===== src/rtl/mem_cell_bank_arb.sv =====
// Round-robin two-requester controller for a bank of dual-rail latch cells.
// Sequences write data onto the dual-rail bus and the per-word latch enable; decodes and checks reads.
module mem_cell_bank_arb #(
  parameter int WIDTH      = 8,
  parameter int DEPTH      = 4,
  parameter int AW         = 2,
  parameter int SETTLE_CYC = 8
) (
  input  logic                       clk,
  input  logic                       rst,
  input  logic                       a_req,
  input  logic                       a_we,
  input  logic [AW-1:0]              a_addr,
  input  logic [WIDTH-1:0]           a_wdata,
  output logic                       a_ack,
  output logic [WIDTH-1:0]           a_rdata,
  output logic                       a_err,
  input  logic                       b_req,
  input  logic                       b_we,
  input  logic [AW-1:0]              b_addr,
  input  logic [WIDTH-1:0]           b_wdata,
  output logic                       b_ack,
  output logic [WIDTH-1:0]           b_rdata,
  output logic                       b_err,
  output logic                       cell_rst,
  output logic [DEPTH-1:0]           cell_lat_n,
  output logic [2*WIDTH-1:0]         cell_in,
  input  logic [DEPTH*2*WIDTH-1:0]   cell_out
);

  localparam int CW = (SETTLE_CYC > 1) ? $clog2(SETTLE_CYC) : 1;

  typedef enum logic [2:0] {IDLE, SETUP, OPEN, CLOSE, RSAMP, ACK} state_t;

  state_t             state_q, state_d;
  logic               rr_q, rr_d;      // 1 = B has priority on the next collision
  logic               gnt_q, gnt_d;    // 1 = B granted
  logic [AW-1:0]      addr_q, addr_d;
  logic [CW-1:0]      cnt_q, cnt_d;
  logic               cell_rst_q;
  logic [DEPTH-1:0]   lat_n_q, lat_n_d;
  logic [2*WIDTH-1:0] cell_in_q, cell_in_d;
  logic               a_ack_q, a_ack_d, b_ack_q, b_ack_d;
  logic               a_err_q, a_err_d, b_err_q, b_err_d;
  logic [WIDTH-1:0]   a_rdata_q, a_rdata_d, b_rdata_q, b_rdata_d;

  logic               sel_we;
  logic [AW-1:0]      sel_addr;
  logic [WIDTH-1:0]   sel_wdata;
  logic [DEPTH-1:0]   open_mask;
  logic [2*WIDTH-1:0] rd_word;
  logic [WIDTH-1:0]   rd_data;
  logic               rd_bad;
  logic               ack_now, ack_err;
  logic [WIDTH-1:0]   ack_data;

  always_ff @(posedge clk) begin
    if (rst) begin
      state_q    <= IDLE;
      rr_q       <= 1'b0;
      gnt_q      <= 1'b0;
      addr_q     <= '0;
      cnt_q      <= '0;
      cell_rst_q <= 1'b1;
      lat_n_q    <= '1;
      cell_in_q  <= '0;
      a_ack_q    <= 1'b0;
      b_ack_q    <= 1'b0;
      a_err_q    <= 1'b0;
      b_err_q    <= 1'b0;
      a_rdata_q  <= '0;
      b_rdata_q  <= '0;
    end else begin
      state_q    <= state_d;
      rr_q       <= rr_d;
      gnt_q      <= gnt_d;
      addr_q     <= addr_d;
      cnt_q      <= cnt_d;
      cell_rst_q <= 1'b0;
      lat_n_q    <= lat_n_d;
      cell_in_q  <= cell_in_d;
      a_ack_q    <= a_ack_d;
      b_ack_q    <= b_ack_d;
      a_err_q    <= a_err_d;
      b_err_q    <= b_err_d;
      a_rdata_q  <= a_rdata_d;
      b_rdata_q  <= b_rdata_d;
    end
  end

  // Registered outputs are loaded from the next-state decode so they line up with the state they belong to.
  always_comb begin
    state_d   = state_q;
    rr_d      = rr_q;
    gnt_d     = gnt_q;
    addr_d    = addr_q;
    cnt_d     = cnt_q;
    lat_n_d   = '1;
    cell_in_d = cell_in_q;
    a_ack_d   = 1'b0;
    b_ack_d   = 1'b0;
    a_err_d   = a_err_q;
    b_err_d   = b_err_q;
    a_rdata_d = a_rdata_q;
    b_rdata_d = b_rdata_q;
    sel_we    = 1'b0;
    sel_addr  = '0;
    sel_wdata = '0;
    ack_now   = 1'b0;
    ack_err   = 1'b0;
    ack_data  = '0;

    open_mask = '1;
    rd_word   = '0;
    for (int unsigned k = 0; k < DEPTH; k++) begin
      if (addr_q == AW'(k)) begin
        open_mask[k] = 1'b0;
        rd_word      = cell_out[k*2*WIDTH +: 2*WIDTH];
      end
    end

    rd_data = '0;
    rd_bad  = 1'b0;
    for (int unsigned i = 0; i < WIDTH; i++) begin
      case (rd_word[2*i +: 2])
        2'b10:   rd_data[i] = 1'b1;
        2'b01:   rd_data[i] = 1'b0;
        default: rd_bad     = 1'b1;
      endcase
    end

    case (state_q)
      IDLE: begin
        if (a_req || b_req) begin
          gnt_d = (a_req && b_req) ? rr_q : b_req;
          if (a_req && b_req) rr_d = ~rr_q;
          sel_we    = gnt_d ? b_we    : a_we;
          sel_addr  = gnt_d ? b_addr  : a_addr;
          sel_wdata = gnt_d ? b_wdata : a_wdata;
          addr_d    = sel_addr;
          if (32'(sel_addr) >= DEPTH) begin
            state_d = ACK;
            ack_now = 1'b1;
            ack_err = 1'b1;
          end else if (sel_we) begin
            state_d = SETUP;
            for (int unsigned i = 0; i < WIDTH; i++)
              cell_in_d[2*i +: 2] = sel_wdata[i] ? 2'b10 : 2'b01;
          end else begin
            state_d = RSAMP;
          end
        end
      end
      SETUP: begin
        state_d = OPEN;
        cnt_d   = CW'(SETTLE_CYC - 1);
        lat_n_d = open_mask;
      end
      OPEN: begin
        if (cnt_q == '0) begin
          state_d = CLOSE;
        end else begin
          cnt_d   = cnt_q - 1'b1;
          lat_n_d = open_mask;
        end
      end
      CLOSE: begin
        state_d   = ACK;
        cell_in_d = '0;
        ack_now   = 1'b1;
      end
      RSAMP: begin
        state_d  = ACK;
        ack_now  = 1'b1;
        ack_data = rd_data;
        ack_err  = rd_bad;
      end
      ACK:     state_d = IDLE;
      default: state_d = IDLE;
    endcase

    if (ack_now) begin
      if (gnt_d) begin
        b_ack_d   = 1'b1;
        b_rdata_d = ack_data;
        b_err_d   = ack_err;
      end else begin
        a_ack_d   = 1'b1;
        a_rdata_d = ack_data;
        a_err_d   = ack_err;
      end
    end
  end

  assign cell_rst   = cell_rst_q;
  assign cell_lat_n = lat_n_q;
  assign cell_in    = cell_in_q;
  assign a_ack      = a_ack_q;
  assign a_rdata    = a_rdata_q;
  assign a_err      = a_err_q;
  assign b_ack      = b_ack_q;
  assign b_rdata    = b_rdata_q;
  assign b_err      = b_err_q;

endmodule


===== config.mk =====
export PLATFORM = sky130hd
export DESIGN_NAME = mem_cell_bank_arb
export DESIGN_NICKNAME = d
export VERILOG_FILES = /design/src/rtl/mem_cell_bank_arb.sv
export SDC_FILE = /design/constraint.sdc
export NUM_CORES = 1
export LEC_CHECK = 0
export ABC_AREA = 1
export ABC_CLOCK_PERIOD_IN_PS = 3900
export BUFFER_PORTS_ARGS = -buffer_cell sky130_fd_sc_hd__buf_2
export CORE_MARGIN = 3
export CORE_UTILIZATION = 27
export CTS_CLUSTER_DIAMETER = 50
export DETAILED_ROUTE_END_ITERATION = 8
export GPL_TIMING_DRIVEN = 0
export SLEW_MARGIN = 30
export SYNTH_ARGS = -nofsm -noshare
export SYNTH_HDL_FRONTEND = slang
export SYNTH_SLANG_ARGS = --single-unit

===== constraint.sdc =====
create_clock -name clk -period 3.9 [get_ports clk]
set_clock_uncertainty 0.2 [all_clocks]
set_input_delay 0.78 -clock clk [delete_from_list [all_inputs] [get_ports clk]]
set_output_delay 0.78 -clock clk [all_outputs]
set_load 0.05 [all_outputs]

* Word-level counts from Yosys, hierarchy flattened
Index checks and enable logic that the tools add are counted.
** Word-level totals
- Bits in registers :: 51
- Memory bits (writable) :: 0
- Word-level logic and storage cells :: 124
- Bits in latches :: 0
- Output and inout port bits :: 41
- Memory bits (read-only) :: 0
- Memories :: 0
- Input port bits :: 90
** Cells by class
- Bitwise operators :: 3
- $lt $le $gt $ge :: 0
- Reductions and logical operators :: 24
- $add $sub $neg :: 1
- Multiplexer cells :: 55
- Shift operators :: 0
- Equality and inequality tests :: 27
- $mul :: 0
- Divide/modulo/power cells :: 0
** Operators by type and width (count)
- $mux W16 :: 6
- $pmux W16 S2 :: 1
- $mux W1 :: 29
- $eq A2 B2 Y1 const B :: 10
- $reduce_or A2 Y1 :: 10
- $eq A2 B1 Y1 const B :: 9
- $mux W2 :: 9
- $mux W8 :: 2
- $mux W3 :: 4
- $pmux W3 S4 :: 1
- $reduce_and A2 Y1 :: 5
- $ne A2 B2 Y1 const B :: 4
- $pmux W4 S2 :: 1
- $eq A3 B2 Y1 const B :: 2
- $logic_not A3 Y1 :: 2
- $pmux W3 S2 :: 1
- $reduce_and A3 Y1 :: 2
- $mux W4 :: 1
- $reduce_bool A2 Y1 :: 2
- $eq A3 B1 Y1 const B :: 1
- $eq A3 B3 Y1 const B :: 1
- $not A1 Y1 :: 3
- $sub A3 B1 Y3 const B :: 1
- $logic_not A2 Y1 :: 1
- 2 further kinds :: 2

* Logic depth before layout (Yosys ltp)
Gate-level depths: netlist of the first run.
- Depth after elaboration :: 16
- Depth in mapped cells :: 13
- Mapped depth without buffers :: 11

* Worst setup path before layout of the first run
No wires, ideal clock.
- Path kind :: input port to flip-flop
- From :: input cell_out[3]
- To :: register a_err_q (netlist: a_err)
- Path slack :: 1872 ps
- Required time :: 3568 ps
- Stages on the path :: 9
- Buffers on the path :: 0
- Data arrival time :: 1696 ps
- Cell sequence :: o21ai_0 nand2_1 o21ai_0 nand2_1 ha_1 nor2_1 nand4_1 nand4_1 a21oi_1
** On the way
- Word-level cells in the longest chain between the ends :: 14
- Elaborated cells between the ends (all ways) :: 15
- Those cells by class :: 2 x eq/ne; 12 x mux; 1 x reduce/logical
** Ends and longest elaborated chain
- from (decl) :: line 28 : input logic [DEPTH*2*WIDTH-1:0] cell_out
- $mux W16 * (4 in series) :: line 116 : if (addr_q == AW'(k)) begin
- $eq A2 B1 Y1 / $eq A2 B2 Y1 (equally long branches) :: line 125 : case (rd_word[2*i +: 2])
- $reduce_or A2 Y1 (no line) *
- $mux W1 * (7 in series) :: line 125
- $mux W1 * :: line 132 : case (state_q)
- to (signal assigned) :: line 84 : a_err_q <= a_err_d;
- to (decl) :: line 44 : logic a_err_q, a_err_d, b_err_q, b_err_d;
Every way passes the cells marked *; elsewhere a longest branch is shown, timed or not.
A chain may end at the register's enable or synchronous reset.

* Worst setup path after layout of the first run
- From :: register addr_q[0]
- To :: register a_err_q (netlist: a_err)
** On the way
- Word-level cells in the longest chain between the ends :: 16
- Elaborated cells between the ends (all ways) :: 41
- Those cells by class :: 19 x eq/ne; 13 x mux; 9 x reduce/logical
** Ends and longest elaborated chain
- from (decl) :: line 38 : logic [AW-1:0] addr_q, addr_d;
- from (signal assigned) :: line 77 : addr_q <= addr_d;
- $logic_not A2 Y1 :: line 116
- $mux W16 (3 in series) :: line 116
- $mux W16 * :: line 116
- $eq A2 B1 Y1 / $eq A2 B2 Y1 (equally long branches) :: line 125
- $reduce_or A2 Y1 (no line)
- $mux W1 (7 in series) :: line 125
- $mux W1 * :: line 125
- $mux W1 * :: line 132
Marks and branches as above.

==> results.toml, run 1 <==
[outcome]
status = "completed"

[placed_design]
pre_cts_slack_ns = 1.35
io_buffers = 130
dpl.hpwl_um = 7530
routabilityCongestion = 0.897

[cells_and_area]
nFillCells = 1057
utilization_pct = 37.3
drive_gt1_share_pct = 29.3
syn2layout_area_growth_pct = 33.0
multi_input_area_sq_um = 1490
seq_area_sq_um = 1020
final_nets = 655

[sta]
timing.final.ws_setup_ns = 1.35
relSlewSlack_pct = 67.5
maxSlewViolCount = 0
hold_viol = 0
fmax_mhz = 392
tightest_slew_ns = 0.482
fin_crit_ns = 2.55
fin_crit_sh_pct = 65.4
rsz0062_at_grt = "no"
finalSetupViolCount = 0
setup_tns_ns = 0

[global_route]
gr-total-overflow = 0
grt_max_degree = 19
antenna_found_initial = 0
grt_pass1_vias = 3150
groute.usage.overall_pct = 15.9
grt_pass1_wl_um = 14600

[clocking]
post_cts_resized = 0
cts_root_buffer = "clkbuf_8"
hold_buffers = 0
clockBufferDepth = 2
cts_made_buffers = 5
post_cts_buffers = 0
cts_sinks = 51
cts-htree-levels = 2
clkSlewWorstSetupHoldPaths_ns = 0.11
clock_latency_ns = 0.32
cts_tree = "built"

[detailed_routing]
dr.pass1.iters = 4
drc = 0
ant_nets = 0
vias = 3191
routedWlPerCell_um = 13.1
vias_per_cell = 4.62
drt-total-wl_um = 9060
drt_iter0_drc = 122

[hold_path]
hold_path_depth = 2
hp-class = "flip-flop to flip-flop"

[die]
die_w_um = 107
start_util_pct = 28.1
coreArea_sq_um = 9860
fp-row-count = 36
dieArea_sq_um = 11500
die_y_um = 107
io_pins = 131

[logic_synthesis]
synthCells = 418
synthTopCellsByArea = "dfxtp_1 37%, nand2_1 16%, nor2_1 5.7%, nand3_1 5.6%, o21ai_0 5.4%"
synthTopCellsByCount = "120 x nand2_1, 51 x dfxtp_1, 42 x nor2_1"
netlist.area_leader.share_pct = 36.9
synth_edf_count = 0
syn_area_sq_um = 2770
synth_seq_area_share_pct = 36.9
synth_nets = 518
synth_area_leader_cell = "dfxtp_1"
synth_ff_type = "dfxtp_1"
yosys_register_bits = 51
synth.most_common_cell = "nand2_1"
synth.distinct_cells = 28
yosysWarnings = 0
avgSynthCellArea_sq_um = 6.62
synthArstFlopShare_pct = 0

[power]
p_sw_share_pct = 53.2
p_leak_nw = 1.94
power_frac_seq_pct = 26.4
intPower_mw = 1.33
vdd_drop_max_uv = 368
clockPowerShare_pct = 11.5
powerDensity_nw_per_um2 = 774
combPwrFrac_pct = 62.2
switching_power_mw = 1.52

[run]
drv_cap = 0

[setup_path]
slowest_stage = "a221oi_1"
ff2ff_path_depth = 12
worstPathCellList = "buf_2, inv_1, nor2_1, buf_2, nand2_1, nand2_1, a221oi_1, ha_1, nor2_1, nand4_1, nand4_1, a21oi_1"
worstPathArrival_ns = 2.55
endpoint_kind = "flip-flop"
slowest_delay_ns = 0.36
worstSetupPathType = "flip-flop to flip-flop"
start_kind = "flip-flop"
cp.required_ns = 3.90
critPathMaxFanout = 10
[layout by cell type, fill, tap and decap left out, types with 5 or more instances in the layout]
cell type,synthesis,layout
ha_1,10,10
nand2_2,5,5
a21oi_1,28,28
nand3_1,31,31
inv_1,39,39
dfxtp_1,51,51
buf_2,11,141
clkbuf_8,0,5
clkbuf_1,7,7
nand2_1,120,120
o21ai_0,30,30
nor2_1,42,42
nand4_1,10,10
o22ai_1,9,9
[worst max-delay path, delay by kind of cell, from the launching register on]
kind,cells,cell delay [ns]
flops,1,0.31
buf+inv,3,0.58
fa+ha+maj,1,0.31
simple gates,6,0.62
compound gates,2,0.43
[path summary, 6_finish.rpt]
kind	from	to	slack (ns)
worst min-delay path	a_err	a_err	0.27
worst max-delay path	addr_q[0]	a_err	1.35
worst min register to register	a_err	a_err	0.27
worst max register to register	addr_q[0]	a_err	1.35
[layout make-up]
cell class	instances	area share [%]
antenna	1	0.0679
buffer	20	2.62
clock buffer	5	1.87
clock inverter	3	0.713
inverter	43	4.38
multi-input combinational	304	40.5
sequential	51	27.7
tap	133	4.52
timing repair buffer	130	17.7
[sequential cells by signal (all words and copies together) (netlist names)]
| register | cells |
|---|---|
| cell_in | 16 |
| a_err | 1 |
| b_rdata | 8 |
| a_rdata | 8 |
| b_ack | 1 |
| state_q | 3 |
| cell_lat_n | 4 |
| cell_rst | 1 |
| b_err | 1 |
| a_ack | 1 |
| gnt_q | 1 |
| cnt_q | 3 |
| addr_q | 2 |
| rr_q | 1 |
[cell families after synthesis]
group | Yosys count | share of synthesized area, %
simple gates | 214 | 33.0
compound gates | 79 | 16.0
buf+inv | 63 | 9.31
flops | 51 | 36.9
fa+ha+maj | 10 | 4.52
xor+xnor | 1 | 0.316
[per-layer routing]
metal / up-vias / track usage [%] / wire length [um]
li1: 1646 / - / -
met1: 1395 / 19.0 / 3890
met2: 142 / 28.5 / 4220
met3: 8 / 4.02 / 844
met4: 0 / 3.65 / 109
met5: - / 0 / 0
[per-stage QoR]
| step | area [sq um] | std cells | power [mW] | hold slack (ns) |
|---|---|---|---|---|
| final | 3680 | 690 | 2.85 | 0.269 |
| after global routing | 3680 | 689 | 3.11 | 0.290 |
| after CTS | 3680 | 689 | 2.88 | 0.276 |
| after detailed placement | 3590 | 681 | 2.54 | 0.259 |
| after global placement | 3590 | 681 | 2.51 | 0.251 |
| after floorplan | 2770 | 418 | 2.07 | 0.244 |
[power by group through the flow]
stage | Combinational [mW] | Clock, mW | Sequential (mW)
global placement | 1.75 | 0 | 0.761
CTS | 1.78 | 0.339 | 0.754
global route | 1.98 | 0.359 | 0.770
finish | 1.77 | 0.326 | 0.752
detailed placement | 1.78 | 0 | 0.765
floorplan | 0.912 | 0 | 1.16
Power figures use the tool's default switching activity.
==> run 2: changes to the inputs <==
- ABC_CLOCK_PERIOD_IN_PS: 3900 -> 2300
- clock period: 3.9 -> 2.3 ns (I/O delays scaled with it)
==> results.toml, run 2 (synthesis results as in run 1) <==
[sta]
fin_crit_sh_pct = 94.1
hold_viol = 0
relSlewSlack_pct = 67.7
finalSetupViolCount = 0
tightest_slew_ns = 0.479
maxSlewViolCount = 0
fmax_mhz = 462
fin_crit_ns = 2.16

[global_route]
grt_pass1_vias = 3172
antenna_found_initial = 0
grt_max_degree = 19
grt_pass1_wl_um = 14700
groute.usage.overall_pct = 16.0
gr-total-overflow = 0

[setup_path]
worstPathArrival_ns = 2.16
worstPathCellList = "buf_12, clkinv_8, nor2_4, buf_4, nand2_1, nand2_2, a221oi_4, ha_1, nor2_2, nand4_1, nand4_1, a21oi_1"
path_delay_family = "simple AND/OR/NAND/NOR gates"
critPathMaxFanout = 9
worstSetupPathType = "flip-flop to flip-flop"
crit_buf_inv = 3
slowest_stage = "dfxtp_2"
cp.required_ns = 2.30
crit_top_cell = "nand4_1"
start_kind = "flip-flop"
endpoint_kind = "flip-flop"
slowest_delay_ns = 0.34

[power]
vdd_drop_max_uv = 652
powerDensity_nw_per_um2 = 1350
p_leak_nw = 2.01

[cells_and_area]
layout_common_cells = "139 x buf_2, 117 x nand2_1, 49 x dfxtp_1"
final_common_cell = "buf_2"
utilization_pct = 39.5
finalNonFillerCells = 694
largest_reg_flops = 16
syn2layout_area_growth_pct = 40.8
drive_gt1_share_pct = 33.9
final_nets = 659
nFillCells = 1036

[detailed_routing]
wl_met1_um = 4010
dr.pass1.iters = 4
routedWlPerCell_um = 13.6
vias_per_cell = 4.63
ant_nets = 0
wl_met3_um = 814
drc = 0
maxUsedRoutingLayer = "met4"
drt_iter0_drc = 120
dr_wl_met2_um = 4480
vias = 3211
drt-total-wl_um = 9420

[placed_design]
io_buffers = 130
dpl.hpwl_um = 7530
dp.cells = 681
routabilityCongestion = 0.897

[clocking]
cts_sinks = 51
cts-htree-levels = 2
clkSlewWorstSetupHoldPaths_ns = 0.11
cts_made_buffers = 5
cts_tree = "built"
clockBufferDepth = 2
clock_latency_ns = 0.32
hold_buffers = 0
cts_root_buffer = "clkbuf_8"

[run]
drv_cap = 0

[die]
die_w_um = 107
io_pins = 131
fp-row-count = 36
die_y_um = 107
start_util_pct = 28.1
dieArea_sq_um = 11500
coreArea_sq_um = 9860

[outcome]
status = "completed"

[hold_path]
hp-class = "input pin to flip-flop"
## run 2: what timing repair did
action                     CTS  global route
cloned                       0             2
pin swaps                    1             6
buffers inserted             2             1
setup endpoints to repair    2             2
gates resized for setup     15            42
## run 2: stage by stage
stage	setup slack, ns	hold slack (ns)	setup TNS [ns]	power (mW)	instance area (sq um)
after floorplan	0.274	0.244	0	3.52	2770
after global placement	-0.276	0.251	-0.488	4.25	3590
after detailed placement	-0.245	0.259	-0.432	4.31	3590
after CTS	0.0259	0.145	0	5.02	3770
after global routing	-0.00244	0.135	-0.00244	5.69	3900
final	0.136	0.148	0	5.26	3900
## run 2: final timing paths
| path | start | end | cells after the start | slack, ns |
|---|---|---|---|---|
| max | addr_q[0] | a_err | 12 | 0.14 |
| min | rst | cell_rst | 1 | 0.15 |
| max reg2reg | addr_q[0] | a_err | 12 | 0.14 |
| min reg2reg | a_err | a_err | 2 | 0.27 |
## run 2: per-layer routing
layer / vias to the layer above / track usage (%)
met5: - / 0
met4: 0 / 4.02
met3: 8 / 3.96
met2: 131 / 28.6
met1: 1414 / 19.1
li1: 1658 / -
## run 2: report_power, final
| group | internal (mW) | leakage [nW] | total [mW] | switching [mW] |
|---|---|---|---|---|
| clock network | 0.225 | 0.0491 | 0.555 | 0.330 |
| logic | 1.14 | 1.54 | 3.41 | 2.28 |
| registers | 1.15 | 0.418 | 1.29 | 0.143 |
## run 2: layout make-up
type / count / area, sq um / share of cell area, %
clock inverter: 3 / 26.3 / 0.674
clock buffer: 5 / 68.8 / 1.76
antenna: 1 / 2.50 / 0.0642
sequential: 51 / 1020 / 26.2
buffer: 20 / 143 / 3.66
multi-input combinational: 304 / 1600 / 41.1
tap: 133 / 166 / 4.27
inverter: 43 / 176 / 4.52
timing repair buffer: 134 / 691 / 17.7
